[config.mk]
export PLATFORM = sky130hd
export DESIGN_NAME = mini_fir_cfg
export DESIGN_NICKNAME = d
export VERILOG_FILES = /design/src/rtl/mini_fir_cfg_pkg.sv /design/src/rtl/mini_fir_coef_bank.sv /design/src/rtl/mini_fir_cfg.sv
export SDC_FILE = /design/constraint.sdc
export NUM_CORES = 1
export LEC_CHECK = 0
export CORE_UTILIZATION = 40
export CTS_CLUSTER_DIAMETER = 100
export DETAILED_ROUTE_END_ITERATION = 12
export GPL_ROUTABILITY_DRIVEN = 0
export SYNTH_ARGS = -nofsm -noshare
export SYNTH_HDL_FRONTEND = slang
export SYNTH_SLANG_ARGS = --single-unit
[constraint.sdc]
create_clock -name clk -period 5.3 [get_ports clk]
set_input_delay 1.06 -clock clk [delete_from_list [all_inputs] [get_ports clk]]
set_output_delay 1.06 -clock clk [all_outputs]
set_load 0.05 [all_outputs]
[src/rtl/mini_fir_cfg_pkg.sv]
// Shared types and constants for the mini FIR configuration front-end.
// Checksum option: define MINI_FIR_CFG_CSUM_EN.
package mini_fir_cfg_pkg;

  localparam int DATA_W    = 8;
  localparam int COEFF_W   = 8;
  localparam int NTAP_DEF  = 7;
  localparam int FLUSH_DEF = 8;

  typedef enum logic [1:0] {
    ST_IDLE   = 2'd0,
    ST_LOAD   = 2'd1,
    ST_COMMIT = 2'd2,
    ST_FLUSH  = 2'd3
  } state_e;

endpackage

[src/rtl/mini_fir_coef_bank.sv]
// Shadow/active coefficient bank: byte-wide shadow writes, atomic commit to the
// active bank that feeds the datapath.
module mini_fir_coef_bank
  import mini_fir_cfg_pkg::*;
#(
  parameter int NTAP  = NTAP_DEF,
  parameter int IDX_W = $clog2(NTAP_DEF + 1)
) (
  input  logic                    clk,
  input  logic                    rst,
  input  logic                    i_we,
  input  logic [IDX_W-1:0]        i_idx,
  input  logic [COEFF_W-1:0]      i_data,
  input  logic                    i_commit,
  output logic [COEFF_W*NTAP-1:0] o_active_flat
);

  logic [COEFF_W-1:0] shadow_q [NTAP];
  logic [COEFF_W-1:0] active_q [NTAP];

  // NOTE: both banks are reset on purpose: the datapath must see all-zero
  // coefficients after reset, so these are registers, not a RAM.
  always_ff @(posedge clk) begin
    if (rst) begin
      for (int k = 0; k < NTAP; k++) begin
        shadow_q[k] <= '0;
        active_q[k] <= '0;
      end
    end else begin
      for (int k = 0; k < NTAP; k++) begin
        if (i_we && (i_idx == IDX_W'(k))) shadow_q[k] <= i_data;
        if (i_commit)                     active_q[k] <= shadow_q[k];
      end
    end
  end

  for (genvar k = 0; k < NTAP; k++) begin : g_flat
    assign o_active_flat[COEFF_W*k +: COEFF_W] = active_q[k];
  end

endmodule

[src/rtl/mini_fir_cfg.sv]
// Coefficient loader, commit/flush sequencer and sample register for the FIR.
// Optional checksum byte after the coefficients: define MINI_FIR_CFG_CSUM_EN.
module mini_fir_cfg
  import mini_fir_cfg_pkg::*;
#(
  parameter int NTAP      = NTAP_DEF,
  parameter int FLUSH_CYC = FLUSH_DEF
) (
  input  logic                    clk,
  input  logic                    rst,
  input  logic                    i_cfg_start,
  input  logic                    i_cfg_valid,
  output logic                    o_cfg_ready,
  input  logic [COEFF_W-1:0]      i_cfg_data,
  output logic                    o_cfg_done,
  output logic                    o_cfg_err,
  output logic                    o_busy,
  output logic [COEFF_W*NTAP-1:0] o_coeff_flat,
  input  logic                    i_smp_valid,
  output logic                    o_smp_ready,
  input  logic [DATA_W-1:0]       i_smp_data,
  output logic [DATA_W-1:0]       o_din
);

  localparam int IDX_W = $clog2(NTAP + 1);
  localparam int CNT_W = $clog2(FLUSH_CYC + 1);

  state_e             state_q;
  logic [IDX_W-1:0]   idx_q;
  logic [CNT_W-1:0]   cnt_q;
  logic [DATA_W-1:0]  din_q;
  logic               done_q;
  logic               smp_open;
  logic               cfg_hs;
  logic               bank_we;

  assign smp_open = (state_q == ST_IDLE) || (state_q == ST_LOAD);
  // A start in the same cycle as a handshake wins; the byte is dropped.
  assign cfg_hs   = (state_q == ST_LOAD) && i_cfg_valid && !i_cfg_start;
  assign bank_we  = cfg_hs && (idx_q < IDX_W'(NTAP));

  assign o_cfg_ready = (state_q == ST_LOAD);
  assign o_smp_ready = smp_open;
  assign o_busy      = (state_q != ST_IDLE);
  assign o_cfg_done  = done_q;
  assign o_din       = din_q;

`ifdef MINI_FIR_CFG_CSUM_EN
  logic [COEFF_W-1:0] csum_q;
  logic               err_q;
  assign o_cfg_err = err_q;
`else
  assign o_cfg_err = 1'b0;
`endif

  // NOTE: all state updates use non-blocking assignments so every register
  // samples pre-edge values regardless of statement order.
  always_ff @(posedge clk) begin
    if (rst) begin
      state_q <= ST_IDLE;
      idx_q   <= '0;
      cnt_q   <= '0;
      din_q   <= '0;
      done_q  <= 1'b0;
`ifdef MINI_FIR_CFG_CSUM_EN
      csum_q  <= '0;
      err_q   <= 1'b0;
`endif
    end else begin
      done_q <= 1'b0;
`ifdef MINI_FIR_CFG_CSUM_EN
      err_q  <= 1'b0;
`endif
      // Bubbles and closed windows feed zeros into the datapath.
      din_q <= (smp_open && i_smp_valid) ? i_smp_data : '0;

      case (state_q)
        ST_IDLE: begin
          if (i_cfg_start) begin
            state_q <= ST_LOAD;
            idx_q   <= '0;
`ifdef MINI_FIR_CFG_CSUM_EN
            csum_q  <= '0;
`endif
          end
        end

        ST_LOAD: begin
          if (i_cfg_start) begin
            idx_q   <= '0;
`ifdef MINI_FIR_CFG_CSUM_EN
            csum_q  <= '0;
`endif
          end else if (cfg_hs) begin
`ifdef MINI_FIR_CFG_CSUM_EN
            if (idx_q != IDX_W'(NTAP)) begin
              idx_q  <= idx_q + 1'b1;
              csum_q <= csum_q + i_cfg_data;
            end else if (i_cfg_data == csum_q) begin
              state_q <= ST_COMMIT;
            end else begin
              state_q <= ST_IDLE;
              err_q   <= 1'b1;
            end
`else
            if (idx_q == IDX_W'(NTAP - 1)) state_q <= ST_COMMIT;
            else                           idx_q   <= idx_q + 1'b1;
`endif
          end
        end

        ST_COMMIT: begin
          cnt_q   <= '0;
          state_q <= ST_FLUSH;
        end

        ST_FLUSH: begin
          if (cnt_q == CNT_W'(FLUSH_CYC - 1)) begin
            state_q <= ST_IDLE;
            done_q  <= 1'b1;
          end else begin
            cnt_q <= cnt_q + 1'b1;
          end
        end

        default: state_q <= ST_IDLE;
      endcase
    end
  end

  mini_fir_coef_bank #(
    .NTAP  (NTAP),
    .IDX_W (IDX_W)
  ) u_bank (
    .clk           (clk),
    .rst           (rst),
    .i_we          (bank_we),
    .i_idx         (idx_q),
    .i_data        (i_cfg_data),
    .i_commit      (state_q == ST_COMMIT),
    .o_active_flat (o_coeff_flat)
  );

endmodule

==> impl_results.md <==
* Net Count, Synth at 383
* Share of cells above drive strength 1 at 7.56%
* Hold Path Stages at 1
* Post-Place Worst Slack at 1890 ps
* Final min period at 3230 ps
* Crit-path slowest cell: clkdlybuf4s50_1
* Switch share at 31.0%
* CP arrival at 2170 ps
* Total power at 3.15 mW
* Power density over cell area at 478 mW/mm^2
* CTS tree: done
* Hold_sp: u_bank.shadow_q[1][3]
* Worst path bufs/invs at 3
* Via count at 2864
* Setup-failing EPs final at 0
* Status: finished, final reports clean
* Iteration count of the initial detailed-routing pass at 4
* Tot GR Track Use at 14.4%
* Worst setup SP type: flop
* Largest net degree at the start of global routing at 49
* Yosys Warn Count at 0
* Initial DRC Count at 119
* F_max at 309 MHz
* I/O pin cnt at 90
* Worst-Margin Slew at 932 ps
* Max cap viols at 0
* Setup ws final at 2070 ps
* Post-synth top area share at 67.5%
* Postcts setup bufs at 0
* Yosys reg bits at 130
* Hold Path End: u_bank.active_q[0][11]
* Worst path top cell family by delay: buffers and inverters
* DR WL/cell at 13.8 um
* Synth area leader: edfxtp_1
* DP HPWL at 5.69 mm
* Setup_tns at 0 ps
* Post-CTS sizing at 0
* Comb pwr share at 25.3%
* Worst path required time at 4240 ps
* Largest cells by area after synthesis: edfxtp_1, dfxtp_1, and2_1, nor2_1, ha_1
* Clock Sinks at 130
* Crit-path most repeated cell: inv_1
* Clk pin slew, worst setup/hold paths at 50 ps
* Nets at 482
* Max Clock Skew at 7.96 ps
* Internal power at 2.17 mW
* Fin crit share at 61.0%
* R2R Path Start: state_q[0]
* Clk Latency, worst-skew pair at 400 ps
* Max Slew Vio Count at 0
* Worst Path Class, Setup: flop to output pin
* Synth Cell Area at 0.00498 mm^2
* Vias in the first global route at 2658
* Die Y at 114 um
* Final wirelength at 8.71 mm
* # port buffers at 88
* Synth cell types at 36
* Sequential Power Share at 41.0%
* Crit end category: output pin
* CTS Buf Count at 17
* Worst Path Max Fanout at 7
* Min-delay worst type: flop to flop
* Initial antenna violation count at 0
* Synthesized area per cell at 14.2 um^2
* Reg-to-reg slack, setup at 3070 ps
* Commonest non-fill, non-tap cell in the layout: edfxtp_1
* Clk pwr share at 33.7%
* Core area at 0.0121 mm^2
* DIE WIDTH at 114 um
* First-pass GRT wire length at 13.5 mm
* Initial core utilization at 41.3%
* Final core area utilization at 54.7%
* Most frequent cells in the layout: edfxtp_1, clkdlybuf4s50_1, and2_1, nor2_1, dfxtp_1
* Row cnt at 40
* Sw Pwr at 0.976 mW
* Root Driver: clkbuf_16
* Reg2reg path depth at 4
* Final ANT Viol Nets at 0
* ANT cells at 0
* Area growth syn-to-layout at 32.3%
* Hold bufs inserted after CTS at 0
* Register area share after synthesis at 74.7%
* CP Cell Sequence: inv_1 > ha_1 > nor2_1 > inv_1 > clkdlybuf4s50_1
* RSZ-0062 raised after global routing: false
* Clk buf depth at 2
* Via density at 4.54
* H-tree depth at 4
* Worst R2R End: u_bank.active_q[0][13]
* VDD IR-drop max at 263 uV
* Leak Pwr at 2.45 nW
* Cells after synthesis at 351
* Slew margin rel. at 37.9%
* GRT overflow at 0
* CP max stage delay at 700 ps
* Die ar. at 0.0129 mm^2
* DRC at 0
* Fin. Hold Viols at 0
==> flip-flops by register name, indices dropped and copies added (netlist names) <==
signal	flops
u_bank.active_q	56
u_bank.shadow_q	56
o_cfg_done	1
state_q	2
cnt_q	4
idx_q	3
o_din	8
==> cell families (layout without fill, tap and decap cells) <==
group	Yosys count	in the layout	synth area share [%]
compound gates	23	23	2.96
fa+ha+maj	11	11	2.76
buf+inv	28	140	2.28
flops	130	130	74.7
mux	1	1	0.201
other cells	1	1	0.0752
simple gates	157	157	17.0
==> how the worst max path moves through the flow <==
stage                from                endpoint  slack (ps)  depth (start not counted)
3_3_place_gp          rst  u_bank.active_q[0][14]        1950                          4
2_1_floorplan         rst   u_bank.active_q[0][0]        2700                          3
4_1_cts        state_q[1]             o_smp_ready        2020                          5
3_5_place_dp          rst  u_bank.active_q[0][15]        1890                          4
5_1_grt        state_q[1]             o_smp_ready        1910                          5
6_report       state_q[1]             o_smp_ready        2070                          5
==> metrics by stage <==
stage	std cells	hold slack, ps	instance area, um^2
6_report	631	516	6590
5_1_grt	631	530	6590
4_1_cts	631	514	6590
3_5_place_dp	599	505	6050
3_3_place_gp	599	508	6050
2_1_floorplan	351	471	4980
==> power by group through the flow <==
stage / Combinational, mW / Sequential, mW / Clock, mW
floorplan: 0.224 / 1.62 / 0
global placement: 0.793 / 1.31 / 0
detailed placement: 0.800 / 1.31 / 0
CTS: 0.802 / 1.29 / 1.08
global route: 0.838 / 1.30 / 1.12
finish: 0.797 / 1.29 / 1.06
==> cells in the mapped netlist <==
cell	instances
a31oi_1	2
conb_1	1
nor2_1	53
buf_2	4
o2111ai_1	1
nand4_1	3
clkbuf_1	6
dfxtp_1	18
a21oi_1	7
nor2b_2	1
nor2b_1	8
a2111oi_0	1
a22oi_1	1
and4_1	1
nand2_1	6
a21o_1	1
o21a_1	1
mux2i_1	1
o211ai_2	1
buf_4	1
o21ai_0	6
and2_1	57
and3b_1	1
nand2_2	2
and3_1	2
a31o_2	2
or2_2	1
nand3_1	2
edfxtp_1	112
inv_1	17
nand2b_1	16
nor4_1	1
nor3b_1	1
nand4b_1	1
ha_1	11
or4b_1	1
==> cell type report <==
cell class | instances | area [um^2]
clock buffer | 25 | 485
clock inverter | 7 | 60.1
fill | 1007 | 5470
inverter | 17 | 63.8
multi-input combinational | 193 | 1150
sequential | 130 | 3720
tap | 168 | 210
timing repair buffer | 91 | 903
==> routing by layer <==
layer / routed length, um / track usage [%]
met5: 0 / 0
met1: 4010 / 18.8
met3: 657 / 5.69
met2: 3920 / 21.5
met4: 123 / 5.79
Power figures use the tool's default switching activity.
